$ cat src/rtl/load_store_unit_if.sv
// Memory-side bus of the load/store unit: word-aligned request with byte
// enables, a grant handshake and a separate read-data return.
interface load_store_unit_if;
    logic        mem_req;
    logic        mem_we;
    logic [31:0] mem_addr;
    logic [3:0]  mem_be;
    logic [31:0] mem_wdata;
    logic        mem_gnt;
    logic        mem_rvalid;
    logic [31:0] mem_rdata;

    modport master (
        output mem_req, mem_we, mem_addr, mem_be, mem_wdata,
        input  mem_gnt, mem_rvalid, mem_rdata
    );

    modport slave (
        input  mem_req, mem_we, mem_addr, mem_be, mem_wdata,
        output mem_gnt, mem_rvalid, mem_rdata
    );
endinterface

$ cat src/rtl/load_store_unit.sv
// Single-outstanding load/store unit: checks alignment, issues one memory
// transaction per access and returns an extended load result or an exception.
module load_store_unit (
    input  logic        clk,
    input  logic        reset,
    input  logic        req_valid,
    output logic        req_ready,
    input  logic [2:0]  op,
    input  logic [31:0] addr,
    input  logic [31:0] wdata,
    input  logic [31:0] pc,
    output logic        resp_valid,
    output logic [31:0] rdata,
    output logic        exc_adel,
    output logic        exc_ades,
    output logic [31:0] resp_pc,
    load_store_unit_if.master mem
);

    localparam logic [2:0] OP_LW  = 3'b000;
    localparam logic [2:0] OP_LH  = 3'b001;
    localparam logic [2:0] OP_LHU = 3'b010;
    localparam logic [2:0] OP_LB  = 3'b011;
    localparam logic [2:0] OP_LBU = 3'b100;
    localparam logic [2:0] OP_SW  = 3'b101;
    localparam logic [2:0] OP_SH  = 3'b110;
    localparam logic [2:0] OP_SB  = 3'b111;

    typedef enum logic [2:0] {
        IDLE,
        REQ,
        WAIT,
        RESP,
        ERR
    } state_t;

    state_t      state;
    state_t      state_next;
    logic [2:0]  op_q;
    logic [31:0] addr_q;
    logic [31:0] wdata_q;
    logic [31:0] pc_q;
    logic [31:0] rdata_q;

    function automatic logic is_store(input logic [2:0] o);
        return o[2] & (o[1] | o[0]);
    endfunction

    function automatic logic misaligned(input logic [2:0] o, input logic [1:0] a);
        logic result;
        case (o)
            OP_LW, OP_SW:         result = (a != 2'b00);
            OP_LH, OP_LHU, OP_SH: result = a[0];
            default:              result = 1'b0;
        endcase
        return result;
    endfunction

    function automatic logic [3:0] byte_enables(input logic [2:0] o, input logic [1:0] a);
        logic [3:0] be;
        case (o)
            OP_LW, OP_SW:         be = 4'b1111;
            OP_LH, OP_LHU, OP_SH: be = a[1] ? 4'b1100 : 4'b0011;
            default:              be = 4'b0001 << a;
        endcase
        return be;
    endfunction

    function automatic logic [31:0] lane_data(input logic [2:0] o, input logic [31:0] w);
        logic [31:0] d;
        case (o)
            OP_SW:   d = w;
            OP_SH:   d = {2{w[15:0]}};
            OP_SB:   d = {4{w[7:0]}};
            default: d = 32'h0;
        endcase
        return d;
    endfunction

    // Pick the addressed lane out of the returned word and extend it.
    function automatic logic [31:0] extract(input logic [2:0] o, input logic [1:0] a,
                                            input logic [31:0] word);
        logic [31:0] shifted;
        logic [15:0] half;
        logic [31:0] result;
        shifted = word >> {a, 3'b000};
        half    = a[1] ? word[31:16] : word[15:0];
        case (o)
            OP_LB:   result = {{24{shifted[7]}}, shifted[7:0]};
            OP_LBU:  result = {24'h0, shifted[7:0]};
            OP_LH:   result = {{16{half[15]}}, half};
            OP_LHU:  result = {16'h0, half};
            default: result = word;
        endcase
        return result;
    endfunction

    always_ff @(posedge clk) begin
        if (reset) begin
            state   <= IDLE;
            op_q    <= 3'b000;
            addr_q  <= 32'h0;
            wdata_q <= 32'h0;
            pc_q    <= 32'h0;
            rdata_q <= 32'h0;
        end else begin
            state <= state_next;
            if (state == IDLE && req_valid) begin
                op_q    <= op;
                addr_q  <= addr;
                wdata_q <= wdata;
                pc_q    <= pc;
                rdata_q <= 32'h0;
            end else if (state == WAIT && mem.mem_rvalid) begin
                rdata_q <= extract(op_q, addr_q[1:0], mem.mem_rdata);
            end
        end
    end

    // Bus fields are zero outside REQ; inside REQ they come from registers, so they stay stable.
    always_comb begin
        state_next    = state;
        req_ready     = 1'b0;
        resp_valid    = 1'b0;
        exc_adel      = 1'b0;
        exc_ades      = 1'b0;
        mem.mem_req   = 1'b0;
        mem.mem_we    = 1'b0;
        mem.mem_addr  = 32'h0;
        mem.mem_be    = 4'b0000;
        mem.mem_wdata = 32'h0;
        case (state)
            IDLE: begin
                req_ready = 1'b1;
                if (req_valid) begin
                    state_next = misaligned(op, addr[1:0]) ? ERR : REQ;
                end
            end
            REQ: begin
                mem.mem_req   = 1'b1;
                mem.mem_we    = is_store(op_q);
                mem.mem_addr  = {addr_q[31:2], 2'b00};
                mem.mem_be    = byte_enables(op_q, addr_q[1:0]);
                mem.mem_wdata = lane_data(op_q, wdata_q);
                if (mem.mem_gnt) begin
                    state_next = is_store(op_q) ? RESP : WAIT;
                end
            end
            WAIT: begin
                if (mem.mem_rvalid) begin
                    state_next = RESP;
                end
            end
            RESP: begin
                resp_valid = 1'b1;
                state_next = IDLE;
            end
            ERR: begin
                resp_valid = 1'b1;
                exc_adel   = ~is_store(op_q);
                exc_ades   = is_store(op_q);
                state_next = IDLE;
            end
            default: state_next = IDLE;
        endcase
    end

    assign rdata   = rdata_q;
    assign resp_pc = pc_q;

endmodule

$ cat src/flat_wrapper.sv
// flat-port wrapper written by rule: the top's interface ports become plain ports
module load_store_unit_flat 
  (clk, reset, req_valid, req_ready, op, addr, wdata, pc, resp_valid, rdata, exc_adel, exc_ades, resp_pc, mem_mem_req, mem_mem_we, mem_mem_addr, mem_mem_be, mem_mem_wdata, mem_mem_gnt, mem_mem_rvalid, mem_mem_rdata);
  load_store_unit_if mem_i ();
  input  logic clk;
  input  logic reset;
  input  logic req_valid;
  output logic req_ready;
  input  logic [2:0] op;
  input  logic [31:0] addr;
  input  logic [31:0] wdata;
  input  logic [31:0] pc;
  output logic resp_valid;
  output logic [31:0] rdata;
  output logic exc_adel;
  output logic exc_ades;
  output logic [31:0] resp_pc;
  output wire logic [$bits(mem_i.mem_req)-1:0] mem_mem_req;
  output wire logic [$bits(mem_i.mem_we)-1:0] mem_mem_we;
  output wire logic [$bits(mem_i.mem_addr)-1:0] mem_mem_addr;
  output wire logic [$bits(mem_i.mem_be)-1:0] mem_mem_be;
  output wire logic [$bits(mem_i.mem_wdata)-1:0] mem_mem_wdata;
  input wire logic [$bits(mem_i.mem_gnt)-1:0] mem_mem_gnt;
  input wire logic [$bits(mem_i.mem_rvalid)-1:0] mem_mem_rvalid;
  input wire logic [$bits(mem_i.mem_rdata)-1:0] mem_mem_rdata;
  assign mem_mem_req = mem_i.mem_req;
  assign mem_mem_we = mem_i.mem_we;
  assign mem_mem_addr = mem_i.mem_addr;
  assign mem_mem_be = mem_i.mem_be;
  assign mem_mem_wdata = mem_i.mem_wdata;
  assign mem_i.mem_gnt = mem_mem_gnt;
  assign mem_i.mem_rvalid = mem_mem_rvalid;
  assign mem_i.mem_rdata = mem_mem_rdata;
  load_store_unit u_core (.clk(clk), .reset(reset), .req_valid(req_valid), .req_ready(req_ready), .op(op), .addr(addr), .wdata(wdata), .pc(pc), .resp_valid(resp_valid), .rdata(rdata), .exc_adel(exc_adel), .exc_ades(exc_ades), .resp_pc(resp_pc), .mem(mem_i));
endmodule
$ cat config.mk
export PLATFORM = sky130hd
export DESIGN_NAME = load_store_unit_flat
export DESIGN_NICKNAME = d
export VERILOG_FILES = /design/src/rtl/load_store_unit_if.sv /design/src/rtl/load_store_unit.sv /design/src/flat_wrapper.sv
export SDC_FILE = /design/constraint.sdc
export NUM_CORES = 1
export LEC_CHECK = 0
export BUFFER_PORTS_ARGS = -buffer_cell sky130_fd_sc_hd__buf_2
export CORE_ASPECT_RATIO = 1.25
export CORE_UTILIZATION = 42
export DETAILED_ROUTE_END_ITERATION = 7
export PLACE_DENSITY = 0.75
export SYNTH_ARGS = -nofsm -noshare
export SYNTH_HDL_FRONTEND = slang
export SYNTH_SLANG_ARGS = --single-unit
$ cat constraint.sdc
create_clock -name clk -period 1.6 [get_ports clk]
set_input_delay 0.16 -clock clk [delete_from_list [all_inputs] [get_ports clk]]
set_output_delay 0.16 -clock clk [all_outputs]
set_load 0.005 [all_outputs]
Word level (Yosys, flattened, before mapping). Cells that the tools add are included.

Input bits: 136. Logic and storage cells: 65. Register bits: 134. Output and inout bits: 138.

Reduce and logical (&&, ||, !) cells: 13. Mux-type cells: 23. Equality and inequality tests: 18. Shifts and indexed selects: 2. Bitwise gates (word level): 3.

Operator list (number): $pmux W32 S4 (1); $pmux W32 S3 (1); $mux W32 (2); $shr A32 B5 Y8 (1); $eq A3 B3 Y1 const B (7); $mux W16 (1); $eq A3 B2 Y1 const B (5); $mux W3 (4); $eq A3 B1 Y1 const B (3); $logic_not A3 Y1 (3); $mux W1 (9); $pmux W3 S3 (1); $mux W4 (2); $pmux W4 S2 (1); $reduce_or A2 Y1 (4); $ne A2 B2 Y1 const B (3); $reduce_or A3 Y1 (2); $shl A1 B2 Y4 const A (1); $reduce_and A3 Y1 (1); $logic_and A1 B1 Y1 (2); $pmux W1 S2 (1); $reduce_bool A2 Y1 (1); $and A1 B1 Y1 (1); $not A1 Y1 (1); $or A1 B1 Y1 (1).

Longest topological paths before layout. Gate-level depths: netlist (run 1).

Depth in word-level cells: 8. Depth in mapped cells: 7. Depth with buffers taken out: 5.

Least setup slack after synthesis (run 1). No wires, ideal clock.

Path kind: register to register. Start: reg u_core.addr_q[1]. End: reg u_core.rdata_q[20], in the netlist u_core.rdata[20]. Arrival: 1.478 ns. Clock period less this slack: 1.600 ns. Buffers on the path: 2. Cell stages (with the launch flop): 7. Data required time: 1.478 ns. Slack: 0.000 ns. Setup time: 0.122 ns. Path through: dfxtp_1 > buf_6 > mux2_4 > mux2_4 > a31oi_4 > buf_12 > a21oi_2.

Cells in the longest elaborated chain, start to end: 2. Elaborated cells on any way between the ends: 3. Classes of those cells: shift (1); mux (2).

Ends and longest elaborated chain: start: declaration (line load_store_unit.sv:40) `logic [31:0] addr_q;`; start signal: assignment (line load_store_unit.sv:110) `addr_q <= addr;`; $shr A32 B5 Y8 / $mux W16 (equally long branches) (line load_store_unit.sv:86, load_store_unit.sv:87); $pmux W32 S4 * (line load_store_unit.sv:88) `case (o)`; end signal: assignment (line load_store_unit.sv:115) `rdata_q <= extract(op_q, addr_q[1:0], mem.mem_rdata);`; end: declaration (line load_store_unit.sv:43) `logic [31:0] rdata_q;`.

Mark *: on every way between the ends. The rest lies on a longest branch, timed or not. A chain may end at the register's enable or synchronous reset.

Final worst setup path (run 1).
Start: reg u_core.state[2]. End: out mem_mem_wdata[26].

Cells in the longest elaborated chain, start to end: 2.

Ends and longest elaborated chain: start: declaration (line load_store_unit.sv:37) `state_t state;`; start signal: assignment (line load_store_unit.sv:107) `state <= state_next;`; $eq A3 B1 Y1; $mux W32 (line load_store_unit.sv:132) `case (state)`; end: declaration (line flat_wrapper.sv:22) `output wire logic [$bits(mem_i.mem_wdata)-1:0] mem_mem_wdata;`.

Every way passes these cells.

==> results of run 1 <==
-- final timing paths --
path | from | endpoint | slack [ns] | depth (start not counted)
min | mem_mem_rdata[7] | u_core.rdata[7] | 0.01 | 3
min reg2reg | u_core.wdata_q[25] | u_core.wdata_q[25] | 0.45 | 2
max reg2reg | u_core.addr_q[1] | u_core.rdata[21] | -0.02 | 5
max | u_core.state[2] | mem_mem_wdata[26] | -0.28 | 6
-- report_power, final --
group	internal [W]	switching, W	total [W]
combinational	0.000930	0.00106	0.00199
clock	0.00254	0.00150	0.00403
sequential	0.00357	0.000145	0.00371
-- sequential cells by signal, indices dropped and copies added, names as in the netlist --
name,count
u_core.resp_pc,32
u_core.rdata,32
u_core.op_q,3
u_core.addr_q,32
u_core.state,3
u_core.wdata_q,32
-- synth_stat cells, types with 2 or more instances --
master / number / area share, %
clkbuf_1: 32 / 2.0
nor4b_1: 2 / 0.29
buf_4: 4 / 0.49
mux2_4: 3 / 0.74
nand2b_1: 4 / 0.41
a21oi_1: 156 / 13
nand2_2: 2 / 0.20
and2_1: 47 / 4.8
buf_6: 2 / 0.37
dfxtp_1: 134 / 44
buf_2: 23 / 1.9
inv_1: 5 / 0.31
a22oi_1: 14 / 1.7
o21ai_0: 53 / 4.3
a21oi_2: 11 / 1.6
nor2b_1: 18 / 1.8
mux4_2: 5 / 1.8
nor2_1: 22 / 1.3
a21o_1: 2 / 0.25
a211oi_1: 2 / 0.25
o21a_1: 2 / 0.25
nand2_1: 229 / 14
mux4_1: 2 / 0.86
mux2_2: 2 / 0.37
-- critical path, stage by stage, from the launching register on --
cell and delay [ns]:
dfxtp_2 0.32, or3b_4 0.43, clkinv_8 0.11, nand2_8 0.07, buf_6 0.15, a21oi_4 0.10
buf_2 0.12
-- final cells by class --
class	instances	area share, %
antenna	1	0.0255
tap	175	2.23
clock inverter	11	1.52
multi-input combinational	594	33.8
sequential	134	27.5
inverter	6	0.408
clock buffer	21	4.69
timing repair buffer	411	29.8
-- metal layers --
layer  routed length [um]  up-vias
li1                     -     3395
met1                 8290     3411
met2                11600      428
met3                 2090      111
met4                 1290        0
met5                    0        -
-- kinds of logic (layout without fill, tap and decap cells) --
kind of cell	after synthesis	count (layout)
and+or+nand+nor	331	331
AOI/OAI and AO/OA	247	247
DFF	134	134
buffers and inverters	69	449
muxes	12	12
xor gates and xnor gates	2	2
other	1	3
-- timing repair --
item | CTS | global route
endpoints found under the setup margin | 98 | 156
hold buffers | 94 | 0
setup buffers | 2 | 0
gates resized for setup | 36 | 63
cloned | 0 | 5
endpoints found under the hold margin | 95 | 0
pin swaps | 3 | 5
-- per-stage QoR --
stage	TNS [ns]	utilization [%]	power [W]
2_1_floorplan	0	-	0.00467
3_3_place_gp	0	55.7	0.00530
3_5_place_dp	0	55.7	0.00533
4_1_cts	-15.68	67.6	0.00957
5_1_grt	-19.46	70.1	0.0101
6_report	-15.79	70.1	0.00973
==> out/qor.yml, run 1 <==
status: "finished with violations"
violations: "negative setup slack"
start_util_pct: 43.7
finalNetCount: 1300
whs_ns: 0.0119
vias_per_cell: 5.43
max_cap_viol_count: 0
clk_latency_ns: 0.42
grt.busiest_layer: "met2"
avgSynthCellArea_um2: 7.69
antenna_found_initial: 0
period_needed_ns: 1.88
grt_pass1_wl_um: 33100
drv_slew: 0
met2_usage_pct: 48.1
synth_area_mm2: 0.00612
drtIter0Drc: 784
fin_crit_sh_pct: 117
die_w_um: 110
synth_compound_area_share_pct: 22.6
final_cells: 1353
htree_levels: 4
numPortBuffers: 271
nFillCells: 1045
final_common_cell: "buf_2"
drive_gt1_share_pct: 36.2
finalWeightedCongestion: 0.912
start_kind: "register"
async_reset_ff_share_pct: 0
synth_top_family_by_area: "simple AND/OR/NAND/NOR gates"
grt.overflow.total: 0
p_per_area_mw_per_mm2: 992
dp_slack_ns: 0.00181
drtPass1Iterations: 5
route.detailed.wl_per_inst_um: 17.2
grtUsageMet1_pct: 30.9
rsz0062_at_grt: "yes"
seq_area_mm2: 0.00270
max_slew.worst_pin.slew_ns: 0.602
root_buffer: "clkbuf_16"
critPathMaxFanout: 5
critPathKind: "reg -> out"
cts_sinks: 134
dp_hpwl_um: 13700
muxShareOfSynthArea_pct: 3.80
ys_seq_area_share_pct: 43.8
leakagePower_nw: 4.45
cts.path.max_buffers: 2
synthDistinctLibCells: 44
drc_errors: 0
dieHeight_um: 137
ios: 274
finalSetupViolCount: 76
dp.cells: 1219
synthSimpleGateAreaFrac_pct: 23.8
path_clk_slew_ns: 0.06
globalRouteMet3Util_pct: 8.19
ys.flop_type: "dfxtp_1"
synth-edff-count: 0
setup_ws_ns: -0.278
hold_class: "in -> reg"
final-hold-violation-count: 0
grt_pass1_vias: 6821
ys_ff_latch: 134
area_delta_synth_final_pct: 60.3
end_kind: "output pin"
mostFrequentLayoutCells: "buf_2 (260), nand2_1 (227), a21oi_1 (139)"
required_ns: 1.44
skew_ns: 0.00605
multi_input_area_mm2: 0.00332
fmax_mhz: 533
dpl-instance-area_mm2: 0.00780
ys_warn_count: 0
finalInstanceArea_mm2: 0.00981
dieArea_mm2: 0.0151
vdd_drop_max_uv: 641
fp-row-count: 48
grt_max_degree: 82
drtAntennaViolNets: 0
num_vias: 7345
synthCells: 796
drt_wl_total_um: 23200
yosys.area_share.xor_xnor_pct: 0.409
core_region_area_mm2: 0.0140
cts_tree: "built"
synth-adder-area-share_pct: 0
cp.arrival_ns: 1.72
numCtsBuffers: 17
grt_usage_pct: 28.5
relSlewSlack_pct: 59.9
No activity file was read; power rests on OpenSTA's default activity.
==> run 2: changes to the inputs <==
Settings changed: CELL_PAD_IN_SITES_DETAIL_PLACEMENT set to 0, CELL_PAD_IN_SITES_GLOBAL_PLACEMENT set to 1, CORE_MARGIN set to 2, CORE_UTILIZATION 42 to 30, PLACE_DENSITY 0.75 to unset, PLACE_DENSITY_LB_ADDON set to 0.1.
==> run 2 against run 1 <==
  * The flow still finishes with violations (negative setup slack)
  * First-iteration DRC count fell by 50%
  * Combinational power is 2% higher
  * Sequential share of layout area fell by 0.83 points
  * Core utilization is 20 points lower
  * Global-route usage down 8.3 points
  * Register-to-register slack improved by 0.02 ns
  * Non-clock buffer count up 20
  * Hold slack better by 0.0094 ns
  * Critical path depth unchanged
  * Critical path type unchanged
  * Largest cell class unchanged
==> out/qor.yml, run 2 (synthesis results as in run 1) <==
mostFrequentLayoutCells: "buf_2 (269), nand2_1 (226), a21oi_1 (135)"  # was buf_2 (260), nand2_1 (227), a21oi_1 (139)
p_clk_share_pct: 42.5  # was 41.4%
max_slew.worst_pin.slew_ns: 0.580  # was 0.602 ns
drv_slew: 0  # unchanged
drc_errors: 0  # unchanged
setup_ws_ns: -0.289  # was -0.278 ns
dieArea_mm2: 0.0216  # was 0.0151 mm^2
drtPass1Iterations: 4  # was 5
rsz0062_at_grt: "yes"  # unchanged
max_cap_viol_count: 0  # unchanged
dieHeight_um: 164  # was 137 um
die_w_um: 132  # was 110 um
core_region_area_mm2: 0.0201  # was 0.0140 mm^2
p_int_w: 0.00726  # was 0.00704 W
htree_levels: 4  # unchanged
drtAntennaViolNets: 0  # unchanged
required_ns: 1.44  # about the same
power_frac_seq_pct: 37.1  # was 38.1%
route.detailed.wl_per_inst_um: 15.4  # was 17.2 um
end_kind: "output pin"  # unchanged
vdd_drop_max_uv: 753  # was 641 uV
antenna_found_initial: 2  # was 0
cts_tree: "built"  # unchanged
cp.arrival_ns: 1.73  # was 1.72 ns
hold_class: "in -> reg"  # unchanged
cts_sinks: 134  # unchanged
numPortBuffers: 271  # unchanged
area_delta_synth_final_pct: 65.3  # was 60.3%
swShare_pct: 27.2  # was 27.7%
start_kind: "register"  # unchanged
final_common_cell: "buf_2"  # unchanged
period_needed_ns: 1.89  # was 1.88 ns
final_cells: 1466  # was 1353
power_switching_w: 0.00271  # was 0.00270 W
finalNetCount: 1320  # was 1300
drive_gt1_share_pct: 37.1  # was 36.2%
dp_hpwl_um: 15100  # was 13700 um
drt_wl_total_um: 22600  # was 23200 um
ios: 274  # unchanged
drtIter0Drc: 389  # was 784
vias_per_cell: 4.66  # was 5.43
root_buffer: "clkbuf_16"  # unchanged
grt_usage_pct: 20.2  # was 28.5%
cts.path.max_buffers: 2  # unchanged
finalSetupViolCount: 71  # was 76
skew_ns: 0.0108  # was 0.00605 ns
grt_pass1_wl_um: 34800  # was 33100 um
fp-row-count: 58  # was 48
violations: "negative setup slack"  # unchanged
final-hold-violation-count: 0  # unchanged
critPathMaxFanout: 7  # was 5
start_util_pct: 30.4  # was 43.7%
clk_latency_ns: 0.42  # about the same
dp.cells: 1327  # was 1219
fmax_mhz: 529  # was 533 MHz
nFillCells: 2035  # was 1045
leakagePower_nw: 4.60  # was 4.45 nW
total_power_w: 0.00996  # was 0.00973 W
relSlewSlack_pct: 61.3  # was 59.9%
grt.overflow.total: 0  # unchanged
status: "finished with violations"  # unchanged
finalWeightedCongestion: 0.769  # was 0.912
numCtsBuffers: 17  # unchanged
grt_max_degree: 100  # was 82
num_vias: 6829  # was 7345
p_comb_share_pct: 20.4  # about the same
fin_crit_sh_pct: 118  # was 117%
critPathKind: "reg -> out"  # unchanged
path_clk_slew_ns: 0.06  # about the same
grt_pass1_vias: 6680  # was 6821
p_per_area_mw_per_mm2: 985  # was 992 mW/mm^2
## run 2: timing repair
item | CTS | global route
endpoints found under the hold margin | 99 | 0
pin swaps | 9 | 8
hold buffers | 98 | 0
gates cloned | 1 | 3
setup endpoints to repair | 92 | 105
resized for setup | 64 | 30
setup buffers | 6 | 2
## run 2: path summary, 6_finish.rpt
path / start / cells past startpoint / slack (ns) / end
setup / recovery: u_core.state[2] / 6 / -0.29 / mem_mem_wdata[28]
hold / removal: op[0] / 3 / 0.02 / u_core.op_q[0]
setup reg to reg: u_core.addr_q[1] / 5 / 0 / u_core.rdata[20]
hold reg to reg: u_core.wdata_q[28] / 2 / 0.45 / u_core.wdata_q[28]
## run 2: power groups by stage
| stage | Clock, W | Combinational, W | Sequential [W] |
|---|---|---|---|
| global route | 0.00448 | 0.00224 | 0.00372 |
| CTS | 0.00436 | 0.00196 | 0.00369 |
| floorplan | 0 | 0.000931 | 0.00373 |
| global placement | 0 | 0.00168 | 0.00376 |
| detailed placement | 0 | 0.00168 | 0.00376 |
| finish | 0.00424 | 0.00203 | 0.00369 |
## run 2: layer usage
layer	GRT usage, %	vias to the layer above	routed length [um]
met1	25.0	3157	9710
met4	5.98	2	378
met3	5.68	29	1390
met5	0	-	16
met2	34.3	204	11100
li1	-	3437	-
## run 2: area by class of cell
class	count	area [um^2]	area share (%)
clock buffers	19	453	4.48
multi-input cells	594	3320	32.8
repair buffers	431	3100	30.7
well taps	270	338	3.34
flip-flops and latches	134	2700	26.7
diodes	1	2.50	0.0247
inverters	6	32.5	0.322
clock inverters	11	174	1.72
## run 2: critical path, cell delays in order, from the launching register on
cell and delay (ns):
dfxtp_2 0.31, or3b_4 0.43, inv_8 0.10, nand2_4 0.07, buf_6 0.15, a21oi_2 0.10, buf_2 0.15
## run 2: per-stage QoR
stage               hold WS (ns)  worst slack (ns)  TNS, ns  util (%)  instance area [um^2]
global route              0.0127            -0.365   -22.48      50.3                 10100
finish                    0.0214            -0.289   -16.48      50.3                 10100
CTS                      0.00395            -0.333   -19.44      49.3                  9910
detailed placement         0.406            -0.158    -2.03      40.0                  8050
floorplan                  0.294         0.0000518        0         -                  6120
global placement           0.401            -0.145    -1.73      40.0                  8050
==> run 3: changes to the inputs <==
--- a/config.mk
+++ b/config.mk
@@ -7,2 +7,3 @@
 export LEC_CHECK = 0
+export ABC_AREA = 1
 export BUFFER_PORTS_ARGS = -buffer_cell sky130_fd_sc_hd__buf_2
@@ -12,3 +13,3 @@
 export CORE_MARGIN = 2
-export CORE_UTILIZATION = 30
+export CORE_UTILIZATION = 29
 export DETAILED_ROUTE_END_ITERATION = 7
==> constraint.sdc (replaced) <==
create_clock -name clk -period 1.6 [get_ports clk]
set_input_delay 0.24 -clock clk [delete_from_list [all_inputs] [get_ports clk]]
set_output_delay 0.24 -clock clk [all_outputs]
set_load 0.005 [all_outputs]
==> run 3 against run 2 <==
  * First-iteration DRC count down 17%
  * The run still ends with negative setup slack left
  * Fmax down 2.4%
  * Sequential share of layout area is 0.68 points higher
  * Design area is 2.3% lower
  * Die area up 9.0%
  * Highest routed layer unchanged
  * Synthesized area is 5.6% higher
  * Critical path type unchanged
  * Cell count increased by 5.9%
==> out/qor.yml, run 3 <==
clk_latency_ns: 0.42  # about the same
critPathKind: "reg -> out"  # unchanged
drtAntennaViolNets: 0  # unchanged
dr_wl_met2_um: 11600  # was 11100 um
final-hold-violation-count: 0  # unchanged
ctsHoldBuffers: 0  # was 98
p_per_area_mw_per_mm2: 1380  # was 985 mW/mm^2
route.detailed.wl_per_inst_um: 15.3  # was 15.4 um
grt.overflow.total: 0  # unchanged
route.met3.wl_um: 1650  # was 1390 um
leakagePower_nw: 4.73  # was 4.60 nW
drive_gt1_share_pct: 38.9  # was 37.1%
grt_max_degree: 67  # was 100
dieArea_mm2: 0.0235  # was 0.0216 mm^2
yosysMostFrequentCell: "dfxtp_1"  # was nand2_1
synth.top_cell.area_share_pct: 41.5  # was 43.8%
rsz0062_at_grt: "yes"  # unchanged
numPortBuffers: 271  # unchanged
num_vias: 7124  # was 6829
synthTopCellsByArea: "dfxtp_1 (41%), o21ai_0 (9.4%), a21oi_1 (8.8%)"  # was dfxtp_1 (44%), nand2_1 (14%), a21oi_1 (13%)
avgSynthCellArea_um2: 6.83  # was 7.69 um^2
mostFrequentLayoutCells: "buf_2 (265), nand2_1 (127), dfxtp_1 (127)"  # was buf_2 (269), nand2_1 (226), a21oi_1 (135)
violations: "negative setup slack"  # unchanged
regToRegStartpoint: "u_core.state[0]"  # was u_core.addr_q[1]
numCtsBuffers: 17  # unchanged
top_layer: "met5"  # unchanged
status: "finished with violations"  # unchanged
synth_common_cells: "dfxtp_1 (134), nand2_1 (132), o21ai_0 (122)"  # was nand2_1 (229), a21oi_1 (156), dfxtp_1 (134)
fin_crit_sh_pct: 121  # was 118%
rr_endpoint: "u_core.rdata[19]"  # was u_core.rdata[20]
finalNetCount: 1389  # was 1320
core_region_area_mm2: 0.0221  # was 0.0201 mm^2
end_kind: "output pin"  # unchanged
ys_warn_count: 0  # unchanged
ys_seq_area_share_pct: 41.5  # was 43.8%
synth-edff-count: 0  # unchanged
wl_met1_um: 10100  # was 9710 um
finalWeightedCongestion: 0.815  # was 0.769
drtPass1Iterations: 6  # was 4
finalSetupViolCount: 70  # was 71
synth_area_mm2: 0.00646  # was 0.00612 mm^2
setup_ws_ns: -0.336  # was -0.289 ns
grt_pass1_vias: 6712  # was 6680
synth.largest_area_cell: "dfxtp_1"  # unchanged
synthCells: 946  # was 796
drc_errors: 0  # unchanged
crit_end: "mem_mem_wdata[18]"  # was mem_mem_wdata[28]
grt_usage_pct: 20.1  # was 20.2%
antenna_found_initial: 4  # was 2
ff2ff_setup_slack_ns: 0.07  # was 0 ns
period_needed_ns: 1.94  # was 1.89 ns
skew_ns: 0.0138  # was 0.0108 ns
synthDistinctLibCells: 30  # was 44
start_kind: "register"  # unchanged
drt_wl_total_um: 23700  # was 22600 um
grt_pass1_wl_um: 36500  # was 34800 um
drv_slew: 0  # unchanged
hold_class: "in -> reg"  # unchanged
cts_tree: "built"  # unchanged
ys_ff_latch: 134  # unchanged
drtIter0Drc: 321  # was 389
dp_hpwl_um: 16700  # was 15100 um
dp.cells: 1490  # was 1327
fmax_mhz: 517  # was 529 MHz
cts.path.max_buffers: 2  # unchanged
dpl-instance-area_mm2: 0.00840  # was 0.00805 mm^2
start_util_pct: 29.3  # was 30.4%
required_ns: 1.36  # was 1.44 ns
cp.arrival_ns: 1.70  # was 1.73 ns
root_buffer: "clkbuf_16"  # unchanged
async_reset_ff_share_pct: 0  # unchanged
max_cap_viol_count: 0  # unchanged
critPathMaxFanout: 8  # was 7
final_common_cell: "buf_2"  # unchanged
rr_worst_depth: 11  # was 5
vias_per_cell: 4.59  # was 4.66
fp-row-count: 61  # was 58
die_w_um: 138  # was 132 um
dieHeight_um: 171  # was 164 um
vdd_drop_max_uv: 956  # was 753 uV
path_clk_slew_ns: 0.07  # was 0.06 ns
ys.flop_type: "dfxtp_1"  # unchanged
ios: 274  # unchanged
area_delta_synth_final_pct: 52.8  # was 65.3%
htree_levels: 4  # unchanged
cp-startpoint: "u_core.op_q[1]"  # was u_core.state[2]
cts_sinks: 134  # unchanged
finalInstanceArea_mm2: 0.00988  # was 0.0101 mm^2
final_cells: 1552  # was 1466
## run 3: changes by cell type after synthesis, sizes merged, moves of 53 or more
cell / previous run / this run
nand3: 1 / 64
nor2: 22 / 123
o21ai: 53 / 146
inv: 6 / 119
nand2: 231 / 143
a21oi: 167 / 114
## run 3: cell type report
type                       instances  area (um^2)
antenna                            3         7.51
clock buffer                      18          429
clock inverter                    14          140
fill                            2363        12200
inverter                         119          474
multi-input combinational        629         3430
sequential                       134         2700
tap                              283          354
timing repair buffer             352         2340
## run 3: cell families (layout without fill, tap and decap cells)
logic type / Yosys count / count (layout) / share of synthesized area (%)
other: 1 / 5 / 0.0580
AOI/OAI and AO/OA: 282 / 282 / 22.8
buffers and inverters: 184 / 503 / 11.9
DFF: 134 / 134 / 41.5
and+or+nand+nor: 345 / 345 / 23.8
## run 3: power breakdown
group | internal, W | switching [W]
clock | 0.00218 | 0.00164
sequential | 0.00396 | 0.000245
combinational | 0.00237 | 0.00321
## run 3: layer usage
layer  up-vias  global-route usage (%)
li1       3693                       -
met3        26                    6.40
met2       194                    32.9
met5         -                       0
met4         4                    5.78
met1      3207                    25.1
## run 3: through the flow
stage / setup slack [ns] / hold WS (ns) / setup TNS [ns] / power (W) / util (%)
floorplan: 0.166 / 0.404 / 0 / 0.00678 / -
global placement: 0.0140 / 0.440 / 0 / 0.00862 / 38.1
detailed placement: -0.0354 / 0.443 / -0.165 / 0.00863 / 38.1
CTS: -0.338 / 0.0573 / -14.04 / 0.0133 / 43.1
global route: -0.441 / 0.0561 / -18.22 / 0.0145 / 44.8
finish: -0.336 / 0.0803 / -11.89 / 0.0136 / 44.8
## run 3: how the worst min path moves through the flow
stage                                  from            endpoint  cells past startpoint
after floorplan                       pc[5]   u_core.resp_pc[5]                      2
after global placement    u_core.addr_q[17]   u_core.addr_q[17]                      2
after detailed placement   u_core.addr_q[4]    u_core.addr_q[4]                      2
after CTS                            pc[31]  u_core.resp_pc[31]                      3
after global routing                 pc[25]  u_core.resp_pc[25]                      3
final                                pc[25]  u_core.resp_pc[25]                      3
## run 3: critical path: stages (launching register included)
cell and delay [ns]:
dfxtp_4 0.39, inv_4 0.05, nand2_4 0.09, nand2_4 0.07, nor2_8 0.20, inv_8 0.11
nor2_4 0.11, nand2_1 0.06, o21ai_1 0.06, buf_2 0.13
## run 3: timing repair
action / 4_1_cts / 5_1_grt
gates resized for setup: 95 / 90
setup buffers: 16 / 8
pin swaps: 1 / 11
gates cloned: 2 / 2
hold endpoints to repair: 0 / 0
setup endpoints to repair: 69 / 177
